$ cat src/rtl/prio_enc_pkg.sv
`default_nettype none
// ============================================================================
// Module   : prio_enc_pkg
// Brief    : Shared mode constants and index-width helper for the encoder.
// Revision : 1.0
// ============================================================================
package prio_enc_pkg;

    localparam int MODE_FIXED = 0;
    localparam int MODE_RR    = 1;

    function automatic int idx_width(input int n);
        return (n > 1) ? $clog2(n) : 1;
    endfunction

endpackage
`default_nettype wire

$ cat src/rtl/prio_pick.sv
`default_nettype none
// ============================================================================
// Module   : prio_pick
// Brief    : First set bit of vec at or after start, wrapping modulo N.
// Revision : 1.0
// ============================================================================
module prio_pick
    import prio_enc_pkg::*;
#(
    parameter int N     = 8,
    parameter int IDX_W = idx_width(N)
) (
    input  logic [N-1:0]     vec,
    input  logic [IDX_W-1:0] start,
    output logic             found,
    output logic [IDX_W-1:0] idx
);

    logic [IDX_W-1:0] w_pos;

    // start is expected in 0..N-1; the wrap compare keeps non-power-of-2 N correct
    always_comb begin
        found = 1'b0;
        idx   = '0;
        w_pos = start;
        for (int k = 0; k < N; k++) begin
            if (!found && vec[w_pos]) begin
                found = 1'b1;
                idx   = w_pos;
            end
            w_pos = (w_pos == IDX_W'(N - 1)) ? '0 : w_pos + IDX_W'(1);
        end
    end

endmodule
`default_nettype wire

$ cat src/rtl/prio_event_encoder.sv
`default_nettype none
// ============================================================================
// Module   : prio_event_encoder
// Brief    : Sticky, maskable request capture with registered valid/ready
//            grant output in fixed or round-robin priority.
// Revision : 1.0
// ============================================================================
module prio_event_encoder
    import prio_enc_pkg::*;
#(
    parameter int N       = 8,
    parameter int IDX_W   = idx_width(N),
    parameter int RR_MODE = MODE_FIXED,
    parameter int EDGE    = 1
) (
    input  logic             clk,
    input  logic             rst_n,
    input  logic [N-1:0]     req,
    input  logic [N-1:0]     mask,
    output logic             out_valid,
    input  logic             out_ready,
    output logic [IDX_W-1:0] out_idx,
    output logic [N-1:0]     pending,
    output logic             any_pending
);

    logic [N-1:0]     r_req_d;
    logic [N-1:0]     r_pending;
    logic [IDX_W-1:0] r_rr_ptr;
    logic             r_out_valid;
    logic [IDX_W-1:0] r_out_idx;

    logic             w_fire;
    logic [N-1:0]     w_set;
    logic [N-1:0]     w_clear;
    logic [N-1:0]     w_cand;
    logic [IDX_W-1:0] w_start;
    logic             w_found;
    logic [IDX_W-1:0] w_pick;

    assign w_fire = r_out_valid & out_ready;
    assign w_set  = (EDGE != 0) ? (req & ~r_req_d) : req;

    always_comb begin
        w_clear = '0;
        for (int i = 0; i < N; i++) begin
            w_clear[i] = w_fire && (r_out_idx == IDX_W'(i));
        end
    end

    // The line being granted this cycle is not re-offered until its
    // re-request has landed in pending, one cycle later.
    assign w_cand  = r_pending & ~mask & ~w_clear;
    assign w_start = ((RR_MODE == MODE_RR) && (r_rr_ptr != IDX_W'(N - 1)))
                     ? r_rr_ptr + IDX_W'(1) : '0;

    prio_pick #(
        .N     (N),
        .IDX_W (IDX_W)
    ) u_pick (
        .vec   (w_cand),
        .start (w_start),
        .found (w_found),
        .idx   (w_pick)
    );

    always_ff @(posedge clk) begin
        if (!rst_n) begin
            r_req_d     <= '0;
            r_pending   <= '0;
            r_rr_ptr    <= IDX_W'(N - 1);
            r_out_valid <= 1'b0;
            r_out_idx   <= '0;
        end else begin
            r_req_d   <= req;
            r_pending <= (r_pending & ~w_clear) | w_set;
            if (w_fire) begin
                r_rr_ptr <= r_out_idx;
            end
            // Presented index is frozen while the consumer stalls
            if (!r_out_valid || w_fire) begin
                r_out_valid <= w_found;
                if (w_found) begin
                    r_out_idx <= w_pick;
                end
            end
        end
    end

    assign out_valid   = r_out_valid;
    assign out_idx     = r_out_idx;
    assign pending     = r_pending;
    assign any_pending = |r_pending;

endmodule
`default_nettype wire
$ cat config.mk
export PLATFORM = sky130hd
export DESIGN_NAME = prio_event_encoder
export DESIGN_NICKNAME = d
export VERILOG_FILES = /design/src/rtl/prio_enc_pkg.sv /design/src/rtl/prio_pick.sv /design/src/rtl/prio_event_encoder.sv
export SDC_FILE = /design/constraint.sdc
export NUM_CORES = 1
export LEC_CHECK = 0
export CORE_ASPECT_RATIO = 1.25
export CORE_MARGIN = 2
export CORE_UTILIZATION = 46
export DETAILED_ROUTE_END_ITERATION = 16
export HOLD_SLACK_MARGIN = 0.02
export PLACE_DENSITY = 0.83
export RECOVER_POWER = 50
export SLEW_MARGIN = 20
export SYNTH_ARGS = -nofsm -noshare
export SYNTH_HDL_FRONTEND = slang
export SYNTH_SLANG_ARGS = --single-unit
$ cat constraint.sdc
create_clock -name clk -period 6.25 [get_ports clk]
set_clock_uncertainty 0.1 [all_clocks]
set_input_delay 0.9375 -clock clk [delete_from_list [all_inputs] [get_ports clk]]
set_output_delay 0.9375 -clock clk [all_outputs]
set_load 0.02 [all_outputs]
==> impl_metrics.csv <==
group,metric,value,unit
routing,number_of_vias_in_the_routed_layout,812,
floorplanning,core_area,0.001765,mm2
grt,number_of_antenna_violations_at_the_first_check_in_global_routing,0,
placed_design,placed_area,0.001187,mm2
job,max_cap_viol_count,0,
floorplanning,die_height,52.54,um
clock_tree,htree_num_levels,1,
power_and_ir_drop,leakagePower,0.0004645,uW
clock_tree,cts-hold-fix-buffers,0,
clock_tree,cts-resized-gates,0,
layout,register_area,400.4,um2
placed_design,dp.final_hpwl,1.566,mm
layout,most-common-layout-cells,"sky130_fd_sc_hd__clkdlybuf4s50_1, sky130_fd_sc_hd__dfxtp_1, sky130_fd_sc_hd__nand2b_1",
critical_path,worst-path-max-fanout,8,
clock_tree,cts_made_buffers,3,
sta,final_max_slew_viol_count,0,
sta,finalCriticalPeriod,3210,ps
floorplanning,die_width,42.83,um
layout,antenna_diode_count,0,
floorplanning,starting_density,0.4911,
power_and_ir_drop,p_per_area,231.4,mW/mm2
sta,timing_worst_slew_pin_value,550.7,ps
critical_path,path_cells,"dlygate4sd3_1 > nand3b_1 > o211a_1 > or4_4 > o32a_1 > o221a_1",
clock_tree,post_cts_setup_bufs,0,
routing,avgViaCountPerCell,5.759,
critical_path,setup.worst_path.start_class,"input port",
placed_design,globalplace.congestion,0.8252,
synth,synth_sequential_area_ratio,0.4618,
layout,share_of_cells_above_drive_strength_1,0.05738,
sta,grt_setup_unrepaired,"no",
grt,grt.total_usage,0.2004,
synth,synthDistinctLibCells,27,
synth,netlist_instances,90,
critical_path,worst_path_dominant_cell_family,"compound AO/OA/AOI/OAI gates",
sta,final.setup.tns,0,ps
layout,most_frequent_standard_cell_in_the_layout_excluding_fill_and_tap_cells,"sky130_fd_sc_hd__clkdlybuf4s50_1",
sta,slew_headroom,0.6316,
clock_tree,clock_sinks,20,
synth,synth.area.top_cells,"sky130_fd_sc_hd__dfxtp_1, sky130_fd_sc_hd__nand2b_1, sky130_fd_sc_hd__a21boi_0",
sta,hold_viol_final,0,
routing,drt_drc_violations_left,0,
power_and_ir_drop,max-vdd-ir-drop,0.1708,mV
sta,period_share,0.5136,
routing,drt_pre_antenna_iters,4,
layout,nets,143,
critical_path,cp.required,6340,ps
critical_path,endpoint_kind,"flip-flop",
synth,postSynthRegisterBits,20,
worst_hold_path,min-delay-path-class,"flip-flop to flip-flop",
floorplanning,std_cell_rows,17,
placed_design,dpl_worst_slack,2823,ps
synth,synthesis.area,867.1,um2
routing,detail_route.wl_per_cell,14.43,um
synth,syn_nets,109,
critical_path,critical-path-slowest-cell,"sky130_fd_sc_hd__dlygate4sd3_1",
layout,fill_cell_count,145,
status,outcome,"completed",
clock_tree,worst_path_clk_slew,100,ps
synth,library_cell_occupying_the_most_area_in_the_post_synthesis_netlist,"sky130_fd_sc_hd__dfxtp_1",
routing,routed_wl,2.035,mm
floorplanning,die_area,0.002250,mm2
critical_path,crit_arrival,3300,ps
floorplanning,io_pins,32,
critical_path,critical_path.max_stage_delay,590,ps
grt,grt_pass1_wl,3.394,mm
placed_design,port_buffers,31,
sta,timing.final.setup_violations,0,
clock_tree,cts-root-to-sink-buffers,2,
grt,vias_in_the_first_global_route,796,
synth,syn-mean-instance-area,9.634,um2
sta,final_critical_path_setup_slack,3040,ps
routing,detail_route.iter0.violations,10,
critical_path,critical_path.n_buffers_inverters,1,
clock_tree,cts_tree,"built",
synth,yosysWarningCount,0,
synth,netlist.area_leader.share,0.4618,
layout,syn2layout_area_growth,39.54,%
layout,postLayoutCellArea,0.001210,mm2
clock_tree,clock_insertion_delay_worst_skew,290,ps
sta,fmaxAchievable,311.5,MHz
grt,largest_net_degree_at_the_start_of_global_routing,21,
clock_tree,clock_tree.root_cell,"sky130_fd_sc_hd__clkbuf_4",
grt,grt_overflow_total,0,
critical_path,timing_worst_setup_path_type,"input port to flip-flop",
layout,footprint_of_the_multi_input_gates,430.4,um2
routing,ant_nets,0,
power by group:
group / internal (uW) / leakage (uW) / switching, uW
Clock: 22.4 / 0.0000138 / 35.4
Sequential: 138 / 0.000167 / 11.0
Combinational: 39.9 / 0.000284 / 33.3
worst min-delay path, cell delays in order (launching register included):
cell	delay, ps
sky130_fd_sc_hd__dfxtp_1	310
sky130_fd_sc_hd__nand2b_1	80
sky130_fd_sc_hd__a21boi_0	70
routing by layer:
metal / wire length (um) / share of wire / vias to the layer above / GRT usage
met1: 854 / 0.42 / 378 / 0.2281
li1: - / - / 396 / -
met2: 1036 / 0.51 / 32 / 0.3460
met3: 99 / 0.049 / 6 / 0.03103
met4: 45 / 0.022 / 0 / 0.1250
met5: 0 / 0 / - / 0
final timing paths:
kind | from | depth (start not counted) | slack (ps) | to
hold reg to reg | r_req_d[2] | 2 | 400 | pending[2]
setup / recovery | out_ready | 6 | 3040 | out_idx[0]
setup reg to reg | out_idx[2] | 5 | 3870 | out_idx[0]
hold / removal | r_req_d[2] | 2 | 400 | pending[2]
area by class of cell:
type / instances / share of cell area
multi-input combinational: 62 / 0.3557
sequential: 20 / 0.3309
timing repair buffer: 31 / 0.2565
tap: 19 / 0.01965
clock buffer: 3 / 0.01861
inverter: 6 / 0.01861
kinds of logic after synthesis:
group           after synthesis  synth area share
compound gates               31            0.2857
buf+inv                       8           0.04184
flops                        20            0.4618
simple gates                 31            0.2107
sequential cells by signal, indices dropped and copies added (netlist names):
register,count
out_valid,1
out_idx,3
r_req_d,8
pending,8
stage by stage:
| stage | utilization | instances | hold WS (ps) | power (uW) |
|---|---|---|---|---|
| after global routing | 0.6853 | 141 | 421.5 | 294.1 |
| after floorplan | - | 90 | 370.5 | 188.8 |
| after detailed placement | 0.6726 | 138 | 391.0 | 225.2 |
| after CTS | 0.6853 | 141 | 411.4 | 283.2 |
| after global placement | 0.6726 | 138 | 380.0 | 223.8 |
| final | 0.6853 | 141 | 403.3 | 280.0 |
synth_stat cells:
master and n:
sky130_fd_sc_hd__nor2_1 4, sky130_fd_sc_hd__o41a_1 1, sky130_fd_sc_hd__dfxtp_1 20, sky130_fd_sc_hd__nand3b_1 1, sky130_fd_sc_hd__nor3_1 1, sky130_fd_sc_hd__o221a_1 3
sky130_fd_sc_hd__o311ai_0 1, sky130_fd_sc_hd__clkbuf_1 1, sky130_fd_sc_hd__and2_1 8, sky130_fd_sc_hd__o21ai_0 6, sky130_fd_sc_hd__o21ai_1 1, sky130_fd_sc_hd__nor4_1 3
sky130_fd_sc_hd__o32a_1 1, sky130_fd_sc_hd__or4_4 1, sky130_fd_sc_hd__o211a_1 1, sky130_fd_sc_hd__nand3_1 1, sky130_fd_sc_hd__o311a_1 2, sky130_fd_sc_hd__clkdlybuf4s50_1 1
sky130_fd_sc_hd__nand2b_1 10, sky130_fd_sc_hd__inv_1 6, sky130_fd_sc_hd__a211o_2 1, sky130_fd_sc_hd__o22ai_1 1, sky130_fd_sc_hd__a21boi_0 8, sky130_fd_sc_hd__o211a_2 2
sky130_fd_sc_hd__a211oi_1 1, sky130_fd_sc_hd__o31ai_1 2, sky130_fd_sc_hd__nand2_1 2
(Power assumes the default switching activity.)
